[src/rtl/upg_word_assembler.sv]
// Assembles a UART byte stream (16-bit word count, then little-endian 32-bit words)
// into program-ROM write strobes, with an inter-byte timeout inside a frame.
module upg_word_assembler #(
   parameter int ADDR_WIDTH     = 14,
   parameter int TIMEOUT_CYCLES = 1000000
) (
   input  logic                  iUpgClock,
   input  logic                  iUpgResetN,
   input  logic                  iRxValid,
   input  logic [7:0]            iRxByte,
   output logic                  oUpgWriteEnable,
   output logic [ADDR_WIDTH-1:0] oUpgWriteAddress,
   output logic [31:0]           oUpgWriteData,
   output logic                  oUpgDone,
   output logic                  oUpgError,
   output logic                  oBusy,
   output logic [ADDR_WIDTH:0]   oWordsWritten
);

   // Wide enough to compare a 16-bit count against 2^ADDR_WIDTH without truncation.
   localparam int CMP_WIDTH   = ADDR_WIDTH + 17;
   localparam int TIMER_WIDTH = $clog2(TIMEOUT_CYCLES + 1);

   typedef enum logic [2:0] {
      IDLE,
      CNT_HI,
      DATA,
      DONE,
      ERROR
   } fsmState;

   fsmState                state;
   fsmState                nextState;
   logic [15:0]            wordCount;
   logic [1:0]             byteIndex;
   logic [TIMER_WIDTH-1:0] timeoutCount;
   logic [31:0]            shiftData;
   logic                   writeEnable;
   logic [ADDR_WIDTH-1:0]  writeAddress;
   logic [ADDR_WIDTH:0]    wordsWritten;

   logic                   byteAccept;
   logic [15:0]            fullCount;
   logic                   countTooLarge;
   logic                   timeoutHit;
   logic                   lastWrite;

   assign fullCount     = {iRxByte, wordCount[7:0]};
   assign countTooLarge = CMP_WIDTH'(fullCount) > (CMP_WIDTH'(1) << ADDR_WIDTH);
   assign timeoutHit    = (timeoutCount == TIMER_WIDTH'(TIMEOUT_CYCLES - 1));
   // The strobe cycle of the N-th word is the one that finishes the frame.
   assign lastWrite     = writeEnable &&
                          (CMP_WIDTH'(wordsWritten) + CMP_WIDTH'(1) == CMP_WIDTH'(wordCount));

   // NOTE: sequential state uses non-blocking assignments so every register samples pre-edge values.
   always_ff @(posedge iUpgClock) begin
      if (!iUpgResetN) state <= IDLE;
      else             state <= nextState;
   end

   // NOTE: every combinational output gets a default first, so no path can infer a latch.
   always_comb begin
      nextState = state;
      case (state)
         IDLE: begin
            if (iRxValid) nextState = CNT_HI;
         end
         CNT_HI: begin
            if (iRxValid) begin
               if (fullCount == 16'd0) nextState = DONE;
               else if (countTooLarge) nextState = ERROR;
               else                    nextState = DATA;
            end else if (timeoutHit) begin
               nextState = ERROR;
            end
         end
         DATA: begin
            if (lastWrite)                     nextState = DONE;
            else if (!iRxValid && timeoutHit)  nextState = ERROR;
         end
         default: nextState = state;
      endcase
   end

   always_comb begin
      oBusy      = 1'b0;
      oUpgDone   = 1'b0;
      oUpgError  = 1'b0;
      byteAccept = 1'b0;
      case (state)
         IDLE:         byteAccept = iRxValid;
         CNT_HI, DATA: begin
            oBusy      = 1'b1;
            byteAccept = iRxValid;
         end
         DONE:         oUpgDone  = 1'b1;
         ERROR:        oUpgError = 1'b1;
         default:      ;
      endcase
   end

   // NOTE: reset is synchronous and clears the whole datapath, so a partial word never survives it.
   always_ff @(posedge iUpgClock) begin
      if (!iUpgResetN) begin
         wordCount    <= '0;
         byteIndex    <= '0;
         timeoutCount <= '0;
         shiftData    <= '0;
         writeEnable  <= 1'b0;
         writeAddress <= '0;
         wordsWritten <= '0;
      end else begin
         writeEnable <= 1'b0;

         if (byteAccept) begin
            case (state)
               IDLE:   wordCount[7:0]  <= iRxByte;
               CNT_HI: wordCount[15:8] <= iRxByte;
               DATA: begin
                  if (!lastWrite) begin
                     shiftData   <= {iRxByte, shiftData[31:8]};
                     byteIndex   <= byteIndex + 2'd1;
                     writeEnable <= (byteIndex == 2'd3);
                  end
               end
               default: ;
            endcase
         end

         if (writeEnable) begin
            writeAddress <= writeAddress + ADDR_WIDTH'(1);
            wordsWritten <= wordsWritten + (ADDR_WIDTH + 1)'(1);
         end

         // Counts only idle cycles that keep the FSM in a frame state; entry and bytes restart it.
         if (oBusy && !iRxValid && nextState == state) timeoutCount <= timeoutCount + TIMER_WIDTH'(1);
         else                                          timeoutCount <= '0;
      end
   end

   assign oUpgWriteEnable  = writeEnable;
   assign oUpgWriteAddress = writeAddress;
   assign oUpgWriteData    = shiftData;
   assign oWordsWritten    = wordsWritten;

endmodule

[config.mk]
export PLATFORM = sky130hd
export DESIGN_NAME = upg_word_assembler
export DESIGN_NICKNAME = d
export VERILOG_FILES = /design/src/rtl/upg_word_assembler.sv
export SDC_FILE = /design/constraint.sdc
export NUM_CORES = 1
export LEC_CHECK = 0
export ABC_AREA = 1
export BUFFER_PORTS_ARGS = -buffer_cell sky130_fd_sc_hd__buf_4
export CORE_AREA = 2 2 99 101
export DETAILED_ROUTE_END_ITERATION = 12
export DIE_AREA = 0 0 101 103
export PLACE_DENSITY = 0.8
export RECOVER_POWER = 50
export SYNTH_ARGS = -nofsm -noshare
export SYNTH_HDL_FRONTEND = slang
export SYNTH_SLANG_ARGS = --single-unit
[constraint.sdc]
create_clock -name iUpgClock -period 5.3 [get_ports iUpgClock]
set_input_delay 1.06 -clock iUpgClock [delete_from_list [all_inputs] [get_ports iUpgClock]]
set_output_delay 1.06 -clock iUpgClock [all_outputs]
set_load 0.02 [all_outputs]
==> results of run 1 <==
-- routing by layer --
metal | vias to the layer above | wire [um] | track usage, %
met5 | - | 0 | 0
met4 | 0 | 168 | 6.861
met1 | 2224 | 5516 | 30.88
met3 | 15 | 501 | 2.847
li1 | 2452 | - | -
met2 | 133 | 5944 | 40.00
-- final cells by class --
cell class | instances | area [sq um]
multi-input cells | 504 | 2481
well taps | 114 | 142.6
clock inverters | 6 | 86.33
inverters | 86 | 322.8
flip-flops and latches | 103 | 2062
repair buffers | 76 | 394.1
clock buffers | 10 | 137.6
fillers | 941 | 3832
-- cells by family (layout without fill, tap and decap cells) --
logic type / Yosys count / count (layout)
buffers and inverters: 109 / 178
DFF: 103 / 103
xor gates and xnor gates: 22 / 22
and+or+nand+nor: 356 / 356
adders and majority gates: 4 / 4
AOI/OAI and AO/OA: 122 / 122
-- state kept, by name, indices dropped and copies added (netlist names) --
register and cells:
oUpgWriteData 32, timeoutCount 20, wordCount 16, byteIndex 2, oUpgWriteAddress 14, oWordsWritten 15, oUpgWriteEnable 1, state 3
-- power by group through the flow --
stage	logic (mW)	clock network, mW	registers, mW
final	0.529	0.539	0.938
after global routing	0.594	0.582	0.951
after CTS	0.567	0.548	0.938
after detailed placement	0.564	0	0.957
after global placement	0.552	0	0.952
after floorplan	0.332	0	1.00
-- layout by cell type, fill, tap and decap left out, drive strengths merged --
master / count
o21ai: 73
ha: 4
inv: 88
nor2: 148
nor3: 21
and2: 1
o211ai: 5
clkbuf: 57
clkinv: 3
buf: 29
dfxtp: 103
nor4: 4
nand3: 57
a31oi: 3
o31ai: 1
bufinv: 1
a21oi: 40
nand2: 111
xnor2: 10
nand4: 14
xor2: 10
xnor3: 2
-- final timing paths --
kind,end,slack [ns],start
worst max-delay path,timeoutCount[15],2.08,oWordsWritten[0]
worst min-delay path,timeoutCount[0],0.47,timeoutCount[0]
worst max register to register,timeoutCount[15],2.08,oWordsWritten[0]
worst min register to register,timeoutCount[0],0.47,timeoutCount[0]
-- worst max-delay path: stages (launching register included) --
cell and delay [ns]:
dfxtp_1 0.50, ha_1 0.25, nand2_1 0.10, nor2_1 0.44, nand2_1 0.13, nand2_1 0.15
nand2_1 0.06, nand2_1 0.07, nand3_1 0.07, nor2_1 0.10, nand2_1 0.07, nor2_1 0.11
nand2_2 0.12, nand3_2 0.09, nand2_1 0.06, nor2_2 0.12, nand3_2 0.48, nor2_2 0.23
-- per-stage QoR --
step                      instance area (sq um)  util, %  setup WS (ns)  hold WS, ns  std cells
final                                      5627    59.48          2.076       0.4748        899
after global routing                       5627    59.48          1.758       0.5080        899
after CTS                                  5818    61.51          2.319       0.4812        899
after detailed placement                   5594    59.14          2.088       0.4605        883
after global placement                     5594    59.14          2.180       0.4351        883
after floorplan                            4987        -          2.937       0.4274        716
==> metrics.yaml, run 1 <==
outcome:
  status: "completed"
floorplanning:
  dieArea_sq_um: 10400
  fp.dieW_um: 101
  core-area_sq_um: 9459
  die_h_um: 103
  pin_count: 76
  rows: 36
  floorplan.initialDensity_pct: 52.72
logic_synthesis:
  synth_enable_flop_cells: 0
  yosysSeqAreaShare_pct: 41.34
  synth_compound_area_share_pct: 12.62
  synth_async_sr_flop_share_pct: 0
  synth_nets: 731
  synth_cells: 716
  syn_avg_cell_area_sq_um: 6.965
  synth.distinct_cells: 31
  syn_area_sq_um: 4987
  synth_top_area_share_pct: 41.34
  synth_xor_area_share_pct: 4.415
  muxShareOfSynthArea_pct: 0
  synth_top_cell_by_area: "dfxtp_1"
  ys_top_cells_by_area: "dfxtp_1 41%, nor2_1 9.0%, nand2_1 7.9%"
  synthAdderAreaFrac_pct: 1.004
  ys_top_cells_by_count: "120 x nor2_1, 105 x nand2_1, 103 x dfxtp_1"
  synth_flop_cell: "dfxtp_1"
  synthSimpleGateAreaFrac_pct: 32.01
  synth_warnings: 0
  synth.most_common_cell: "nor2_1"
  ys_seq_elements: 103
  synth_top_family_by_area: "simple AND/OR/NAND/NOR gates"
cts:
  htree_levels: 3
  cts.path.max_buffers: 2
  cts_root_buf: "clkbuf_8"
  cts_resized: 0
  cts_setup_buffers: 0
  clkTransAtPathRegs_ns: 0.10
  hold_buffers: 0
  numClockSinks: 103
  clk_latency_ns: 0.37
  cts_tree: "done"
  numCtsBuffers: 9
timing:
  tightestPinTransition_ns: 0.5953
  min_period_ns: 3.224
  setup_tns_ns: 0
  finalHoldViolCount: 0
  drv_slew: 0
  skew_ns: 0.01170
  fmax_mhz: 310.1
  maxSlewHeadroom_pct: 60.27
  setup_violations: 0
  post-route-period-util_pct: 60.84
  rsz0062_at_grt: "false"
power_and_ir_drop:
  combPwrFrac_pct: 26.4
  power.density_nw_per_um2: 356.5
  power.switching_uw: 723.0
  switching_share_pct: 36.05
  p_total_mw: 2.006
  clkPwrFrac_pct: 26.9
  internal_power_mw: 1.283
  vdd_drop_max_mv: 0.2273
  power.leakage_nw: 2.194
  p_seq_share_pct: 46.8
setup_path:
  worstPathRequired_ns: 5.60
  cp_max_fo: 20
  cp-end-kind: "register"
  worst_setup_path_start_kind: "register"
  crit_type: "register to register"
  r2r_cells: 17
  worstPathArrival_ns: 3.52
route:
  wl_per_cell_um: 13.49
  drt_pre_antenna_iters: 5
  viasPerCell: 5.366
  totalWireLength_mm: 12.13
  num_vias: 4824
  post-route-drc-count: 0
  drt_iter0_drc: 255
  antenna_left: 0
finish:
  fin_nets: 795
  drive_gt1_share_pct: 10.19
  num_antenna_cells: 0
  synthToLayoutAreaGrowth_pct: 12.82
placed_design:
  port_buffers: 75
  gp_congestion: 0.9714
  hpwl_mm: 8.864
global_routing:
  grt_remaining_overflow: 0
  grt_pass1_vias: 4227
  grt_max_degree: 72
  grt_pass1_wl_mm: 19.56
  antenna_found_initial: 0
  groute.usage.overall_pct: 23.26
min_path:
  hp-class: "register to register"
  min_path_cells: 1
run:
  maxCapViolCount: 0
Power figures use the tool's default switching activity.
==> run 2, diff against run 1 <==
Settings changed: CORE_AREA 2 2 99 101 to 2 2 102 104, DIE_AREA 0 0 101 103 to 0 0 104 106, PLACE_DENSITY 0.8 to 0.79.
Clock period 5.3 ns to 2.6 ns, I/O delays scaled along.
==> run 2 against run 1 <==
  * Total power grew 110%
  * Fmax rose by 26%
  * Clock power rose by 93%
  * Setup slack worse by 2.0 ns
  * Global-route usage is 0.73 points lower
  * Sequential cell count is the same
  * Worst hold slack got worse by 0.075 ns
  * Non-clock buffer count grew 16
  * Die area increased by 6.0%
  * Largest cell class unchanged
==> metrics.yaml, run 2 (synthesis gave the netlist of run 1 again) <==
outcome:
  status: "completed"
floorplanning:
  core-area_sq_um: 10000
  pin_count: 76
  rows: 37
  dieArea_sq_um: 11020
  fp.dieW_um: 104
  die_h_um: 106
  floorplan.initialDensity_pct: 49.87
setup_path:
  cp_max_fo: 6
  worstPathRequired_ns: 2.92
  r2r_setup_slack_ns: 0.05
  reg2reg_to: "timeoutCount[10]"
  r2r_start: "oWordsWritten[1]"
  cp-end-kind: "register"
  r2r_cells: 17
  worst_setup_path_start_kind: "register"
  worstPathArrival_ns: 2.87
  crit_type: "register to register"
finish:
  drive_gt1_share_pct: 17.85
  layout_commonest_cell: "nor2_1"
  synthToLayoutAreaGrowth_pct: 20.72
  final_cell_count_no_fill: 937
  final_cell_mix: "118 x nor2_1, 99 x nand2_1, 96 x dfxtp_1"
  largest_register_ff_count: 32
  fin_area_sq_um: 6021
  final.fill_count: 940
  num_antenna_cells: 0
  fin_nets: 811
timing:
  drv_slew: 0
  finalHoldViolCount: 0
  tightestPinTransition_ns: 0.9085
  maxSlewHeadroom_pct: 39.43
  setup_tns_ns: 0
  skew_ns: 0.01543
  rsz0062_at_grt: "true"
  fmax_mhz: 392.3
  setup_violations: 0
  min_period_ns: 2.549
  post-route-period-util_pct: 98.04
min_path:
  whs_endpoint: "wordCount[0]"
  min_path_cells: 3
  hp-start: "iRxByte[0]"
  hp-class: "input port to register"
route:
  viasPerCell: 5.271
  wl_per_cell_um: 14.01
  met3_wirelength_um: 658
  post-route-drc-count: 0
  antenna_left: 0
  top_layer_used: "met4"
  drt_pre_antenna_iters: 6
  drt_iter0_drc: 269
  totalWireLength_mm: 13.13
  dr_wl_met2_mm: 6.504
  m1WireLength_mm: 5.555
  num_vias: 4939
cts:
  cts.path.max_buffers: 2
  clk_latency_ns: 0.38
  clkTransAtPathRegs_ns: 0.12
  htree_levels: 3
  numCtsBuffers: 9
  numClockSinks: 103
  cts_tree: "done"
  cts_root_buf: "clkbuf_8"
placed_design:
  placed_area_sq_um: 5702
  hpwl_mm: 9.269
  port_buffers: 75
  gp_congestion: 0.9415
  dp_cells: 914
global_routing:
  grt_remaining_overflow: 0
  grt_max_degree: 53
  grt_pass1_wl_mm: 20.54
  antenna_found_initial: 0
  groute.usage.overall_pct: 22.53
  grt_pass1_vias: 4461
run:
  maxCapViolCount: 0
power_and_ir_drop:
  vdd_drop_max_mv: 0.3518
  power.density_nw_per_um2: 696.9
  power.leakage_nw: 2.418
  p_total_mw: 4.196
## run 2: worst max path at each step
stage,from,slack [ns],depth (start not counted),to
3_5_place_dp,oWordsWritten[1],0.09,19,timeoutCount[14]
3_3_place_gp,oWordsWritten[1],0.21,19,timeoutCount[18]
4_1_cts,oWordsWritten[1],0.07,19,timeoutCount[14]
5_1_grt,oWordsWritten[0],-0.10,17,timeoutCount[10]
6_report,oWordsWritten[1],0.05,17,timeoutCount[10]
2_1_floorplan,oWordsWritten[0],0.24,19,timeoutCount[18]
## run 2: through the flow
stage / hold slack [ns] / worst slack [ns] / utilization, %
after CTS: 0.3916 / 0.07247 / 59.07
after detailed placement: 0.4417 / 0.09301 / 57.02
after global placement: 0.4344 / 0.2126 / 57.02
after global routing: 0.4041 / -0.1045 / 60.21
after floorplan: 0.4274 / 0.2374 / -
final: 0.3999 / 0.05099 / 60.21
## run 2: timing repair
action,CTS,global route
setup endpoints to repair,0,55
hold buffers,0,0
setup buffers,0,4
gates resized for setup,0,34
## run 2: cell type report
cell class                 count  area [sq um]  area share, %
sequential                   103          2076          34.48
tap                          136         170.2          2.826
inverter                      86         325.3          5.403
timing repair buffer          92         663.1          11.01
clock buffer                   9         123.9          2.057
multi-input combinational    504          2581          42.87
clock inverter                 7         81.33          1.351
## run 2: routing by layer
metal	track usage, %	up-vias
li1	-	2485
met1	27.96	2279
met2	38.35	136
met3	4.414	39
met4	9.556	0
met5	0	-
## run 2: power breakdown
group,switching (mW),internal [mW]
Sequential,0.146,1.77
Combinational,0.798,0.443
Clock,0.644,0.391
Total,1.59,2.61
## run 2: worst max-delay path, cell delays in order (launching register included)
cell,delay [ns]
dfxtp_4,0.41
ha_4,0.17
nand2_4,0.07
nor2_4,0.21
buf_4,0.15
nand3_1,0.07
nand3_1,0.13
nand2_1,0.06
nor2_1,0.11
nand3_1,0.12
nor2_2,0.11
nand2_2,0.12
nand3_2,0.12
nand2_2,0.07
nor2_4,0.12
nand3_4,0.15
clkbuf_16,0.20
nor2_2,0.08
